**src/rtl/sm4_pkg.sv**
```systemverilog
// Shared SM4 constants: round count, sequencer state encoding and opcode values.
package sm4_pkg;
    localparam int SM4_ROUNDS = 32;

    typedef enum logic [1:0] {
        IDLE  = 2'd0,
        RUN   = 2'd1,
        FLUSH = 2'd2,
        OUT   = 2'd3
    } state_t;

    localparam logic OP_ENC = 1'b1;
    localparam logic OP_DEC = 1'b0;
endpackage

```
**src/rtl/sm4_round_ctrl_if.sv**
```systemverilog
// Block-level valid/ready bus between the block source/sink and the SM4 round sequencer.
interface sm4_round_ctrl_if;
    logic          in_valid;
    logic          in_ready;
    logic          in_opcode;
    logic [0:127]  in_data;
    logic          out_valid;
    logic          out_ready;
    logic [0:127]  out_data;

    modport master (
        output in_valid, in_opcode, in_data, out_ready,
        input  in_ready, out_valid, out_data
    );

    modport slave (
        input  in_valid, in_opcode, in_data, out_ready,
        output in_ready, out_valid, out_data
    );
endinterface

```
**src/rtl/sm4_round_ctrl.sv**
```systemverilog
// Iterative SM4 sequencer: feeds the registered round stage for ROUNDS cycles, result valid 33 cycles after accept.
// Result is held until out_ready; no new block is accepted until it is taken.
module sm4_round_ctrl
    import sm4_pkg::*;
#(
    parameter int ROUNDS = SM4_ROUNDS
) (
    input  logic          C_clk,
    input  logic          C_rst,
    input  logic          key_ready,
    sm4_round_ctrl_if.slave blk,
    output logic          err,
    output logic [0:4]    rk_addr,
    input  logic [0:31]   rk_in,
    output logic          F_begin,
    output logic          F_opcode,
    output logic [0:31]   F_rk1,
    output logic [0:31]   F_rk2,
    output logic [0:5]    F_count_in,
    output logic [0:31]   F_din0,
    output logic [0:31]   F_din1,
    output logic [0:31]   F_din2,
    output logic [0:31]   F_din3,
    input  logic [0:31]   F_dout0,
    input  logic [0:31]   F_dout1,
    input  logic [0:31]   F_dout2,
    input  logic [0:31]   F_dout3,
    input  logic [0:5]    F_count_out
);
    state_t        r_state;
    logic [4:0]    r_rnd;
    logic          r_mode;
    logic [0:127]  r_blk;
    logic          r_out_valid;
    logic [0:127]  r_out_data;
    logic          r_err;
    logic          w_in_ready;
    logic          w_run;
    logic          w_last;

    assign w_run      = (r_state == RUN);
    assign w_last     = (r_rnd == 5'(ROUNDS - 1));
    assign w_in_ready = (r_state == IDLE) && key_ready && !C_rst;

    assign blk.in_ready  = w_in_ready;
    assign blk.out_valid = r_out_valid;
    assign blk.out_data  = r_out_data;
    assign err           = r_err;

    assign F_begin    = w_run;
    assign F_opcode   = r_mode;
    assign F_rk1      = rk_in;
    assign F_rk2      = rk_in;
    assign F_count_in = {1'b0, r_rnd};

    // Round 0 takes the latched block; every later round chains the stage output straight back.
    always_comb begin
        F_din0  = '0;
        F_din1  = '0;
        F_din2  = '0;
        F_din3  = '0;
        rk_addr = '0;
        if (w_run) begin
            if (r_rnd == 5'd0) begin
                {F_din0, F_din1, F_din2, F_din3} = r_blk;
            end else begin
                {F_din0, F_din1, F_din2, F_din3} = {F_dout0, F_dout1, F_dout2, F_dout3};
            end
            rk_addr = (r_mode == OP_ENC) ? r_rnd : 5'(ROUNDS - 1) - r_rnd;
        end
    end

    always_ff @(posedge C_clk) begin
        if (C_rst) begin
            r_state     <= IDLE;
            r_rnd       <= '0;
            r_mode      <= 1'b0;
            r_blk       <= '0;
            r_out_valid <= 1'b0;
            r_out_data  <= '0;
            r_err       <= 1'b0;
        end else begin
            case (r_state)
                IDLE: begin
                    if (blk.in_valid && w_in_ready) begin
                        r_blk   <= blk.in_data;
                        r_mode  <= blk.in_opcode;
                        r_rnd   <= '0;
                        r_state <= RUN;
                    end
                end
                RUN: begin
                    r_rnd <= r_rnd + 5'd1;
                    if (w_last) begin
                        r_state <= FLUSH;
                    end
                end
                FLUSH: begin
                    // Stage output still holds round 31 here; word order reversal is the final transform.
                    r_out_data  <= {F_dout3, F_dout2, F_dout1, F_dout0};
                    r_out_valid <= 1'b1;
                    if (F_count_out != 6'(ROUNDS)) begin
                        r_err <= 1'b1;
                    end
                    r_state <= OUT;
                end
                OUT: begin
                    if (blk.out_ready) begin
                        r_out_valid <= 1'b0;
                        r_state     <= IDLE;
                    end
                end
                default: r_state <= IDLE;
            endcase
        end
    end
endmodule

```
**src/flat_wrapper.sv**
```systemverilog
// flat-port wrapper written by rule: the top's interface ports become plain ports
module sm4_round_ctrl_flat import sm4_pkg::*;
#(
    parameter int ROUNDS = SM4_ROUNDS
)
  (C_clk, C_rst, key_ready, err, rk_addr, rk_in, F_begin, F_opcode, F_rk1, F_rk2, F_count_in, F_din0, F_din1, F_din2, F_din3, F_dout0, F_dout1, F_dout2, F_dout3, F_count_out, blk_in_valid, blk_in_opcode, blk_in_data, blk_out_ready, blk_in_ready, blk_out_valid, blk_out_data);
  sm4_round_ctrl_if blk_i ();
  input  logic C_clk;
  input  logic C_rst;
  input  logic key_ready;
  output logic err;
  output logic [0:4] rk_addr;
  input  logic [0:31] rk_in;
  output logic F_begin;
  output logic F_opcode;
  output logic [0:31] F_rk1;
  output logic [0:31] F_rk2;
  output logic [0:5] F_count_in;
  output logic [0:31] F_din0;
  output logic [0:31] F_din1;
  output logic [0:31] F_din2;
  output logic [0:31] F_din3;
  input  logic [0:31] F_dout0;
  input  logic [0:31] F_dout1;
  input  logic [0:31] F_dout2;
  input  logic [0:31] F_dout3;
  input  logic [0:5] F_count_out;
  input wire logic [$bits(blk_i.in_valid)-1:0] blk_in_valid;
  input wire logic [$bits(blk_i.in_opcode)-1:0] blk_in_opcode;
  input wire logic [$bits(blk_i.in_data)-1:0] blk_in_data;
  input wire logic [$bits(blk_i.out_ready)-1:0] blk_out_ready;
  output wire logic [$bits(blk_i.in_ready)-1:0] blk_in_ready;
  output wire logic [$bits(blk_i.out_valid)-1:0] blk_out_valid;
  output wire logic [$bits(blk_i.out_data)-1:0] blk_out_data;
  assign blk_i.in_valid = blk_in_valid;
  assign blk_i.in_opcode = blk_in_opcode;
  assign blk_i.in_data = blk_in_data;
  assign blk_i.out_ready = blk_out_ready;
  assign blk_in_ready = blk_i.in_ready;
  assign blk_out_valid = blk_i.out_valid;
  assign blk_out_data = blk_i.out_data;
  sm4_round_ctrl #(.ROUNDS(ROUNDS)) u_core (.C_clk(C_clk), .C_rst(C_rst), .key_ready(key_ready), .blk(blk_i), .err(err), .rk_addr(rk_addr), .rk_in(rk_in), .F_begin(F_begin), .F_opcode(F_opcode), .F_rk1(F_rk1), .F_rk2(F_rk2), .F_count_in(F_count_in), .F_din0(F_din0), .F_din1(F_din1), .F_din2(F_din2), .F_din3(F_din3), .F_dout0(F_dout0), .F_dout1(F_dout1), .F_dout2(F_dout2), .F_dout3(F_dout3), .F_count_out(F_count_out));
endmodule
```
**config.mk**
```make
export PLATFORM = sky130hd
export DESIGN_NAME = sm4_round_ctrl_flat
export DESIGN_NICKNAME = d
export VERILOG_FILES = /design/src/rtl/sm4_pkg.sv /design/src/rtl/sm4_round_ctrl_if.sv /design/src/rtl/sm4_round_ctrl.sv /design/src/flat_wrapper.sv
export SDC_FILE = /design/constraint.sdc
export NUM_CORES = 1
export LEC_CHECK = 0
export BUFFER_PORTS_ARGS = -buffer_cell sky130_fd_sc_hd__clkbuf_2
export CAP_MARGIN = 10
export CORE_AREA = 4 4 242 244
export CTS_CLUSTER_SIZE = 30
export DETAILED_ROUTE_END_ITERATION = 7
export DIE_AREA = 0 0 246 248
export GPL_TIMING_DRIVEN = 0
export PLACE_DENSITY_LB_ADDON = 0.3
export SLEW_MARGIN = 20
export SYNTH_ARGS = -nofsm -noshare
export SYNTH_HDL_FRONTEND = slang
export SYNTH_SLANG_ARGS = --single-unit
```
**constraint.sdc**
```tcl
create_clock -name C_clk -period 1.82 [get_ports C_clk]
set_input_delay 0.273 -clock C_clk [delete_from_list [all_inputs] [get_ports C_clk]]
set_output_delay 0.273 -clock C_clk [all_outputs]
set_load 0.01 [all_outputs]
```
Word level (Yosys, flattened, before mapping)
Index checks and enable logic that the tools add are counted.
{"block": "totals", "register_bits": 266, "input_bits": 300, "out_inout_bits": 336, "wordCells": 48}
{"block": "classes", "add_sub_neg": 2, "n_eq_ne": 8, "muxes": 18, "n_reduce_logical": 13}
{"operator": "32-bit 2-to-1 mux", "count": 8}
{"operator": "5-bit 2-to-1 mux", "count": 3}
{"operator": "5-bit one-hot mux with 2 select lines", "count": 1}
{"operator": "2-bit one-hot mux with 4 select lines", "count": 1}
{"operator": "2-bit AND reduction", "count": 4}
{"operator": "2-bit 2-to-1 mux", "count": 3}
{"operator": "6-bit inequality test, second input constant", "count": 1}
{"operator": "5-bit by 1-bit adder with 5-bit output, second input constant", "count": 1}
{"operator": "5-bit equality test, second input constant", "count": 1}
{"operator": "5-bit logical NOT", "count": 1}
{"operator": "5-bit subtractor, first input constant", "count": 1}
{"operator": "2-bit equality test, second input constant", "count": 2}
{"operator": "2-bit inequality test, second input constant", "count": 2}
{"operator": "2-bit nonzero test", "count": 2}
{"operator": "1-bit logical AND", "count": 3}
{"operator": "3-bit AND reduction", "count": 1}
{"operator": "2-bit by 1-bit equality test with 1-bit output, second input constant", "count": 1}
{"operator": "2-bit logical NOT", "count": 1}
{"operator": "2-bit by 1-bit inequality test with 1-bit output, second input constant", "count": 1}
{"operator": "1-bit one-hot mux with 2 select lines", "count": 1}
{"operator": "1-bit logical NOT", "count": 1}
{"operator": "1-bit 2-to-1 mux", "count": 1}

Longest topological paths before layout
{"block": "logic_depth", "depth_word": 6, "ltp_mapped": 8, "depth_no_buf": 6}

Worst setup path after synthesis
Ideal clock, no wire load.
{"block": "synth_timing", "kind": "reg2out", "start": "register u_core.r_state[1]", "end": "output F_din2[1] in the netlist's numbering", "arrival_ns": 1.576, "required_time_ns": 1.547, "setup_slack_ns": -0.029, "stages_incl_launch_ff": 7, "n_path_buf": 3, "path_cell_list": "dfxtp_1 -> inv_1 -> ha_1 -> buf_2 -> clkbuf_1 -> clkbuf_1 -> a21boi_1"}
{"block": "synth_via", "elab_chain_cells": 2}
{"item": "start: declaration", "line": "sm4_round_ctrl.sv:30", "rtl": "state_t r_state;"}
{"item": "start signal: assignment", "line": "sm4_round_ctrl.sv:75", "rtl": "r_state <= IDLE;"}
{"item": "start signal: assignment", "line": "sm4_round_ctrl.sv:89", "rtl": "r_state <= RUN;"}
{"item": "start signal: assignment", "line": "sm4_round_ctrl.sv:95", "rtl": "r_state <= FLUSH;"}
{"item": "2-bit by 1-bit equality test with 1-bit output", "line": "sm4_round_ctrl.sv:41", "rtl": "assign w_run = (r_state == RUN);"}
{"item": "named net F_begin", "line": "flat_wrapper.sv:14", "rtl": "output logic F_begin;"}
{"item": "32-bit 2-to-1 mux", "line": "sm4_round_ctrl.sv:63", "rtl": "if (w_run) begin"}
{"item": "end: declaration", "line": "flat_wrapper.sv:21", "rtl": "output logic [0:31] F_din2;"}
The timed path passes the listed nets, and every way through them passes these cells.

Final worst setup path
{"block": "layout_timing", "start": "register u_core.r_rnd[0]", "end": "output F_din1[26] in the netlist's numbering"}
{"block": "layout_via", "elab_chain_cells": 3}
{"item": "start: declaration", "line": "sm4_round_ctrl.sv:31", "rtl": "logic [4:0] r_rnd;"}
{"item": "start signal: assignment", "line": "sm4_round_ctrl.sv:93", "rtl": "r_rnd <= r_rnd + 5'd1;"}
{"item": "5-bit logical NOT", "line": "sm4_round_ctrl.sv:64", "rtl": "if (r_rnd == 5'd0) begin"}
{"item": "32-bit 2-to-1 mux", "line": "sm4_round_ctrl.sv:64"}
{"item": "32-bit 2-to-1 mux", "line": "sm4_round_ctrl.sv:63"}
{"item": "end: declaration", "line": "flat_wrapper.sv:20", "rtl": "output logic [0:31] F_din1;"}
No other way between the ends.

==> impl_metrics.yaml <==
synth:
  seq_area_frac_synth: 0.436
  synth_common_cells: "516 x nand2_1, 266 x dfxtp_1, 135 x a21oi_1, 131 x mux2i_1, 130 x nor2_1"
  ys_warn_count: 0
  synth_flop_cell: "dfxtp_1"
  ys_types: 33
  yosysMostFrequentCell: "nand2_1"
  netlist_area_um2: 12200
  async_flop_share: 0
  syn_nets: 1850
  ys_seq_elements: 266
  synth_top_area_cell: "dfxtp_1"
  synth_area_per_cell_um2: 7.91
  syn_inst: 1543
  synth-edff-count: 0
  synth_top_area_frac: 0.436
  synthTopCellsByArea: "dfxtp_1 44%, nand2_1 16%, mux2i_1 11%, a21boi_1 7.4%, a21oi_1 5.5%"
global_route:
  use_met2: 0.321
  grt.busiest_layer: "met2"
  grt_pass1_wl_um: 84300
  globalRouteMet1Util: 0.213
  antenna_found_initial: 3
  gr-total-overflow: 0
  grtUsageTotal: 0.180
  grt_max_degree: 12
  grt_pass1_vias: 14300
  met3_usage: 0.0375
timing:
  period_minus_slack_ps: 2530
  worst_slew_pin_slew_ps: 607
  relSlewSlack: 0.595
  finalClockSkew_ps: 14.8
  hold_viol: 0
  rsz0062_at_grt: "true"
  period_share: 1.39
  setup_ws_ps: -714
  fmax_mhz: 395
  setup_viol_count_final: 134
  drv_slew: 0
die:
  die_h_um: 248
  die_w_um: 246
  num_rows: 87
  start_util: 0.217
  die_area_um2: 61000
  core-area_um2: 56300
  pin_count: 636
cells_and_area:
  final_layout_size_suffix_gt1_frac: 0.377
  nets: 2735
  fin_util: 0.368
  synthToLayoutAreaGrowth_pct: 69.4
clocking:
  cts_tree: "done"
  clock-sinks: 266
  htree_levels: 2
  path_clk_slew_ps: 60
  clock_path_buffers: 3
  worstSkewPairLatency_ps: 530
  root_buffer: "clkbuf_16"
  cts_made_buffers: 34
drt:
  drt_iter0_drc: 538
  vias: 14000
  wire_per_inst_um: 18.2
  routed_via_density: 4.36
  dr.pass1.iters: 5
  drtAntennaViolNets: 0
  drc: 0
  drt_wl_total_um: 58300
worst_setup_path:
  cp_data_required_time_ps: 1550
  critPathCaptureType: "output port"
  criticalPathCategory: "flop to output port"
  cp_max_fo: 10
  max_stage_delay_ps: 500
  critPathArrivalTime_ps: 2260
  crit_slowest_cell: "or4b_4"
  start_kind: "flop"
  critical_path.cell_chain: "inv_4 -> ha_4 -> or4b_4 -> buf_12 -> buf_6 -> nand2_1 -> a21boi_4 -> buf_2"
job:
  max_cap_violations: 0
run_status:
  violations: "negative setup slack"
  status: "finished with violations"
place:
  pre_cts_ws_ps: -1230
  globalplace.congestion: 0.871
  io_buffers: 602
  place_hpwl_um: 43200
hold_path:
  hold_path_class: "primary input to flop"
power:
  ir_drop_v: 0.000470
  p_leak_nw: 8.68
  power_density_nw_per_um2: 947
  totalPowerFinal_mw: 19.6
critical path, delay by kind of cell, from the launching register on:
kind	cells	cell delay [ps]
AOI/OAI and AO/OA	1	80
adders and majority gates	1	130
buffers and inverters	4	560
DFF	1	350
and+or+nand+nor	2	610
final timing paths:
check	slack, ps	endpoint	depth (start not counted)	startpoint
setup / recovery	-710	F_din1[26]	8	u_core.r_rnd[0]
hold / removal	30	u_core.blk.out_data[14]	3	F_dout3[14]
setup reg to reg	80	u_core.blk.out_data[33]	6	u_core.r_state[1]
hold reg to reg	450	u_core.r_blk[44]	2	u_core.r_blk[44]
flip-flops by register name, indices dropped and copies added (netlist names):
name	cells
u_core.r_blk	128
u_core.blk.out_data	128
u_core.F_opcode	1
u_core.r_rnd	5
u_core.blk.out_valid	1
u_core.r_state	2
u_core.err	1
cells in the final DEF, fill, tap and decap left out, types with 3 or more instances in the layout:
| cell type | count |
|---|---|
| nand2_4 | 16 |
| mux2i_1 | 131 |
| clkbuf_2 | 541 |
| a21boi_1 | 87 |
| dfxtp_4 | 3 |
| a21boi_2 | 39 |
| buf_1 | 4 |
| ha_4 | 3 |
| buf_16 | 3 |
| nand3_1 | 4 |
| nand2_2 | 14 |
| clkbuf_8 | 15 |
| dfxtp_1 | 261 |
| nand2_1 | 486 |
| dlygate4sd3_1 | 219 |
| buf_4 | 87 |
| buf_6 | 24 |
| clkinv_2 | 5 |
| buf_2 | 81 |
| nor2_1 | 130 |
| and2_1 | 4 |
| nand2b_1 | 3 |
| nor2b_1 | 3 |
| xnor2_1 | 5 |
| ha_1 | 3 |
| a21oi_1 | 135 |
| inv_4 | 3 |
| diode_2 | 3 |
| clkbuf_1 | 34 |
| buf_8 | 11 |
| o211ai_1 | 3 |
| buf_12 | 9 |
| clkbuf_16 | 40 |
| clkbuf_4 | 15 |
repair_timing:
item	4_1_cts	5_1_grt
buffers inserted	15	7
pin swaps	16	35
resized for setup	178	146
endpoints found under the hold margin	219	0
gates cloned	7	3
hold buffers	219	0
endpoints found under the setup margin	360	180
layer usage:
| layer | routed length, um | vias to the layer above |
|---|---|---|
| li1 | - | 6728 |
| met1 | 23500 | 6588 |
| met2 | 29000 | 553 |
| met3 | 3840 | 121 |
| met4 | 1950 | 2 |
| met5 | 13 | - |
cell type report:
| cell class | instances | area, um^2 |
|---|---|---|
| Timing Repair Buffer | 851 | 5660 |
| Antenna cell | 3 | 7.51 |
| Sequential cell | 266 | 5340 |
| Tap cell | 756 | 946 |
| Clock inverter | 8 | 72.6 |
| Multi-Input combinational cell | 1087 | 6140 |
| Inverter | 6 | 30.0 |
| Clock buffer | 51 | 1050 |
| Buffer | 182 | 1450 |
| Fill cell | 5850 | 35600 |
where the power goes:
part	switching [mW]	internal, mW
combinational	3.21	3.04
clock	2.66	4.11
sequential	0.283	6.29
total	6.15	13.4
stage by stage:
step	setup TNS (ps)	instances	hold slack, ps	area, um^2
global placement	-211950	2901	438	16200
global route	-96560	3207	11.8	20700
floorplan	0	1543	409	12200
CTS	-89680	3200	1.01	20300
detailed placement	-207520	2901	447	16200
finish	-84780	3210	29.9	20700
cell families after synthesis:
kind of cell / share of synthesized area
AOI/OAI and AO/OA: 0.138
xor gates and xnor gates: 0.00359
adders and majority gates: 0.00717
buffers and inverters: 0.0921
DFF: 0.436
muxes: 0.107
other: 0.000307
and+or+nand+nor: 0.215
Note: power is estimated with default switching activity, not from simulation.
